## src/rtl/axis_packet_arbiter.sv

```systemverilog
// Packet-level round-robin arbiter merging NUM_SRC AXI-Stream sources onto one stream.
// Optional packet counter output pkt_cnt is enabled by defining AXIS_ARB_PKT_CNT_EN.
module axis_packet_arbiter #(
  parameter int DATA_W  = 64,
  parameter int NUM_SRC = 4
) (
  input  logic                        aclk,
  input  logic                        areset,
  input  logic [NUM_SRC-1:0]          s_axis_tvalid,
  output logic [NUM_SRC-1:0]          s_axis_tready,
  input  logic [NUM_SRC*DATA_W-1:0]   s_axis_tdata,
  input  logic [NUM_SRC-1:0]          s_axis_tlast,
  output logic                        m_axis_tvalid,
  input  logic                        m_axis_tready,
  output logic [DATA_W-1:0]           m_axis_tdata,
  output logic                        m_axis_tlast,
  output logic                        grant_valid,
  output logic [$clog2(NUM_SRC)-1:0]  grant_idx
`ifdef AXIS_ARB_PKT_CNT_EN
  ,
  output logic [31:0]                 pkt_cnt
`endif
);

  localparam int IDX_W = $clog2(NUM_SRC);

  typedef enum logic {IDLE, GRANT} state_t;

  state_t           r_state;
  state_t           w_state_next;
  logic [IDX_W-1:0] r_grant_idx;
  logic [IDX_W-1:0] w_grant_idx_next;
  logic [IDX_W-1:0] r_last_grant;
  logic [IDX_W-1:0] w_last_grant_next;
  logic             r_grant_valid;
  logic             w_grant_valid_next;
  logic [IDX_W-1:0] w_pick;
  logic             w_found;
  logic             w_active;
  logic             w_done;
  int               w_cand;

  // Round-robin search starting just after the previously served source.
  always_comb begin
    w_pick  = r_last_grant;
    w_found = 1'b0;
    w_cand  = 0;
    for (int k = 1; k <= NUM_SRC; k++) begin
      w_cand = int'(r_last_grant) + k;
      if (w_cand >= NUM_SRC) w_cand = w_cand - NUM_SRC;
      if (!w_found && s_axis_tvalid[w_cand[IDX_W-1:0]]) begin
        w_found = 1'b1;
        w_pick  = w_cand[IDX_W-1:0];
      end
    end
  end

  always_comb begin
    w_state_next       = r_state;
    w_grant_idx_next   = r_grant_idx;
    w_last_grant_next  = r_last_grant;
    w_grant_valid_next = r_grant_valid;
    case (r_state)
      IDLE: begin
        if (w_found) begin
          w_state_next       = GRANT;
          w_grant_idx_next   = w_pick;
          w_grant_valid_next = 1'b1;
        end
      end
      GRANT: begin
        if (w_done) begin
          w_state_next       = IDLE;
          w_last_grant_next  = r_grant_idx;
          w_grant_valid_next = 1'b0;
        end
      end
      default: w_state_next = IDLE;
    endcase
  end

  always_ff @(posedge aclk) begin
    if (areset) begin
      r_state       <= IDLE;
      r_grant_idx   <= '0;
      r_last_grant  <= IDX_W'(NUM_SRC - 1);
      r_grant_valid <= 1'b0;
    end else begin
      r_state       <= w_state_next;
      r_grant_idx   <= w_grant_idx_next;
      r_last_grant  <= w_last_grant_next;
      r_grant_valid <= w_grant_valid_next;
    end
  end

  // Gating with areset keeps the stream quiet during the reset cycle itself.
  assign w_active      = (r_state == GRANT) && !areset;
  assign m_axis_tvalid = w_active && s_axis_tvalid[r_grant_idx];
  assign m_axis_tlast  = w_active && s_axis_tlast[r_grant_idx];
  assign m_axis_tdata  = w_active ? s_axis_tdata[int'(r_grant_idx)*DATA_W +: DATA_W] : '0;
  assign w_done        = m_axis_tvalid && m_axis_tready && m_axis_tlast;
  assign grant_valid   = r_grant_valid;
  assign grant_idx     = r_grant_idx;

  generate
    for (genvar gi = 0; gi < NUM_SRC; gi++) begin : g_ready
      assign s_axis_tready[gi] = w_active && (r_grant_idx == IDX_W'(gi)) && m_axis_tready;
    end
  endgenerate

`ifdef AXIS_ARB_PKT_CNT_EN
  logic [31:0] r_pkt_cnt;

  always_ff @(posedge aclk) begin
    if (areset) begin
      r_pkt_cnt <= '0;
    end else if (w_done) begin
      r_pkt_cnt <= r_pkt_cnt + 32'd1;
    end
  end

  assign pkt_cnt = r_pkt_cnt;
`endif

endmodule

```

## config.mk

```make
export PLATFORM = sky130hd
export DESIGN_NAME = axis_packet_arbiter
export DESIGN_NICKNAME = d
export VERILOG_FILES = /design/src/rtl/axis_packet_arbiter.sv
export SDC_FILE = /design/constraint.sdc
export NUM_CORES = 1
export LEC_CHECK = 0
export CORE_AREA = 2 2 132 134
export DETAILED_ROUTE_END_ITERATION = 12
export DIE_AREA = 0 0 134 136
export PLACE_DENSITY = 0.57
export SYNTH_ARGS = -nofsm -noshare
export SYNTH_HDL_FRONTEND = slang
export SYNTH_SLANG_ARGS = --single-unit
```

## constraint.sdc

```tcl
create_clock -name aclk -period 3.5 [get_ports aclk]
set_input_delay 0.7 -clock aclk [delete_from_list [all_inputs] [get_ports aclk]]
set_output_delay 0.7 -clock aclk [all_outputs]
set_load 0.01 [all_outputs]
```

==> flow_summary_export.csv <==
group,metric,value,unit
run_status,status,"finished, final reports clean",
placement,dp_worst_setup_slack,0.406,ns
floorplan,core_area,16900,µm²
routing,wl_per_cell,18.6,µm
power_and_ir_drop,p_comb_frac,0.734,
power_and_ir_drop,irDropWorstVdd,0.000112,V
timing,hold_viol_final,0,
final_layout,nets,792,
global_route,grt_pass1_wl,20000,µm
routing,routed_wl,13900,µm
timing,finalSetupViolations,0,
routing,first_iter_violations,151,
synthesis,ys_ff_latch,6,
clocking,postCtsSetupRepairBufs,0,
timing,setup-tns-final,0,ns
floorplan,ios,340,
synthesis,synth-seq-area-share,0.0508,
final_layout,antenna_cells,0,
global_route,grt_pass1_vias,3437,
floorplan,die-area,18200,µm²
critical_path,worstPathArrival,2.39,ns
timing,drv_slew,0,
timing,hold_ws,0.501,ns
final_layout,final_cell_mix,"339 x clkdlybuf4s50_1, 66 x mux4_2, 66 x and2_1",
placement,gp_congestion,0.818,
power_and_ir_drop,p_int,0.764,mW
power_and_ir_drop,power_density,170,nW/µm²
final_layout,layout.cells.non_filler,748,
power_and_ir_drop,seq_power_share,0.090,
timing,slew_headroom,0.555,
clocking,clockRootBuffer,"clkbuf_16",
power_and_ir_drop,finalPower,1.03,mW
clocking,cts_hold_buf,0,
clocking,cts_tree,"done",
critical_path,cp-end-kind,"primary output",
critical_path,critPathTopFamily,"buffers and inverters",
final_layout,drive_above_1_share,0.151,
synthesis,ys_warn_count,0,
clocking,path_clk_slew,0.03,ns
routing,firstDrtPassIters,4,
power_and_ir_drop,swShare,0.262,
critical_path,critPathBufInv,3,
synthesis,syn_avg_cell_area,11.9,µm²
hold_path,hold_class,"reg2reg",
routing,ant_nets,0,
timing,period_needed,3.09,ns
routing,vias_per_cell,4.23,
placement,port_buffers,339,
clocking,worstSkewPairLatency,0.23,ns
global_route,antenna_found_initial,0,
critical_path,path_max_fanout,30,
power_and_ir_drop,leakagePower,2.05,nW
power_and_ir_drop,p_switching,0.271,mW
critical_path,critPathKind,"in2out",
global_route,overflow,0,
synthesis,syn-cell-area,2360,µm²
final_layout,layout_commonest_cell,"clkdlybuf4s50_1",
critical_path,cp.required,2.80,ns
critical_path,max_stage_delay,0.53,ns
placement,placed_cells,745,
global_route,track_usage,0.142,
floorplan,die_h,136,µm
flow_run,drv_cap,0,
timing,clock.fmax,323,MHz
timing,worstMarginPinSlew,0.667,ns
synthesis,yosysUniqueCellTypes,21,
synthesis,syn-num-nets,465,
timing,rsz0062_at_grt,"no",
timing,fin_ws,0.407,ns
clocking,cts_made_buffers,3,
routing,drc_errors,0,
routing,vias,3164,
global_route,grt_max_degree,46,
synthesis,syn_inst,198,
critical_path,startpoint_type,"input pin",
floorplan,fp.dieW,134,µm
critical_path,critical_path.slowest_cell,"clkdlybuf4s50_1",
critical_path,crit_top_cell,"clkdlybuf4s50_1",
clocking,cts.path.max_buffers,2,
clocking,cts_sinks,6,
final_layout,area_growth_syn_to_layout,157,%
clocking,cts-htree-levels,1,
clocking,post_cts_resized,0,
floorplan,start_util,0.140,
critical_path,critical_path.cell_chain,"clkdlybuf4s50_1 > and2b_2 > buf_4 > and4_1 > clkdlybuf4s50_1",
timing,min_period_over_period,0.884,
placement,dp_hpwl,12000,µm
timing,finClkSkew,0.00139,ns
floorplan,core.rowCount,48,
power_and_ir_drop,p_clk_frac,0.177,
[metal layers]
metal,track usage,part of all wire
met1,0.170,0.38
met2,0.268,0.54
met3,0.0254,0.066
met4,0.0230,0.012
met5,0,0
[cell usage after synthesis]
cell	number	area, µm²
o21ai_0	1	5.00
o22ai_1	1	6.26
nand2b_1	3	18.8
dfxtp_1	6	120
nor2b_1	1	6.26
a211oi_1	1	7.51
buf_6	6	67.6
clkbuf_1	8	30.0
nand2_1	3	11.3
nand4_2	1	12.5
a21oi_1	8	40.0
and2b_1	1	7.51
buf_4	1	7.51
mux4_2	66	1490
nor2_1	10	37.5
nor3b_1	3	22.5
and2_1	66	413
buf_2	8	40.0
and4_1	1	8.76
nand3_1	1	5.00
nor3_1	2	10.0
[metrics by stage]
step / instance area (µm²) / utilization
5_1_grt: 6070 / 0.360
3_5_place_dp: 6000 / 0.355
4_1_cts: 6070 / 0.360
2_1_floorplan: 2360 / -
6_report: 6070 / 0.360
3_3_place_gp: 6000 / 0.355
[power by group through the flow]
stage,combinational [mW],sequential (mW),clock (mW)
2_1_floorplan,0.329,0.0802,0
3_3_place_gp,0.757,0.0937,0
3_5_place_dp,0.766,0.0942,0
4_1_cts,0.770,0.0934,0.188
5_1_grt,0.810,0.0940,0.193
6_report,0.760,0.0926,0.183
[flip-flops by register name, indices dropped and copies added, names as in the netlist]
name          count
grant_valid       1
r_last_grant      2
grant_idx         2
r_state           1
[worst paths after layout]
check | from | end | slack, ns | cells past startpoint
min reg2reg | grant_valid | grant_valid | 0.50 | 2
max | areset | s_axis_tready[3] | 0.41 | 5
max reg2reg | grant_idx[1] | grant_valid | 1.71 | 4
min | grant_valid | grant_valid | 0.50 | 2
[cells by family (layout without fill, tap and decap cells)]
kind of cell	Yosys count	after routing	synth area share
muxes	66	66	0.629
and+or+nand+nor	92	92	0.234
buffers and inverters	23	348	0.0614
DFF	6	6	0.0508
AOI/OAI and AO/OA	11	11	0.0249
[layout make-up]
cell class | instances | area, µm²
Tap cell | 225 | 282
Fill cell | 1677 | 10800
Sequential cell | 6 | 128
Multi-Input combinational cell | 169 | 2100
Clock buffer | 3 | 75.1
Timing Repair Buffer | 345 | 3490
[worst register-to-register path: cells and delay by family, from the launching register on]
family          cells  cell delay [ns]
flops               1             0.74
mux                 1             0.64
compound gates      1             0.08
simple gates        2             0.26
No activity file was read; power rests on OpenSTA's default activity.
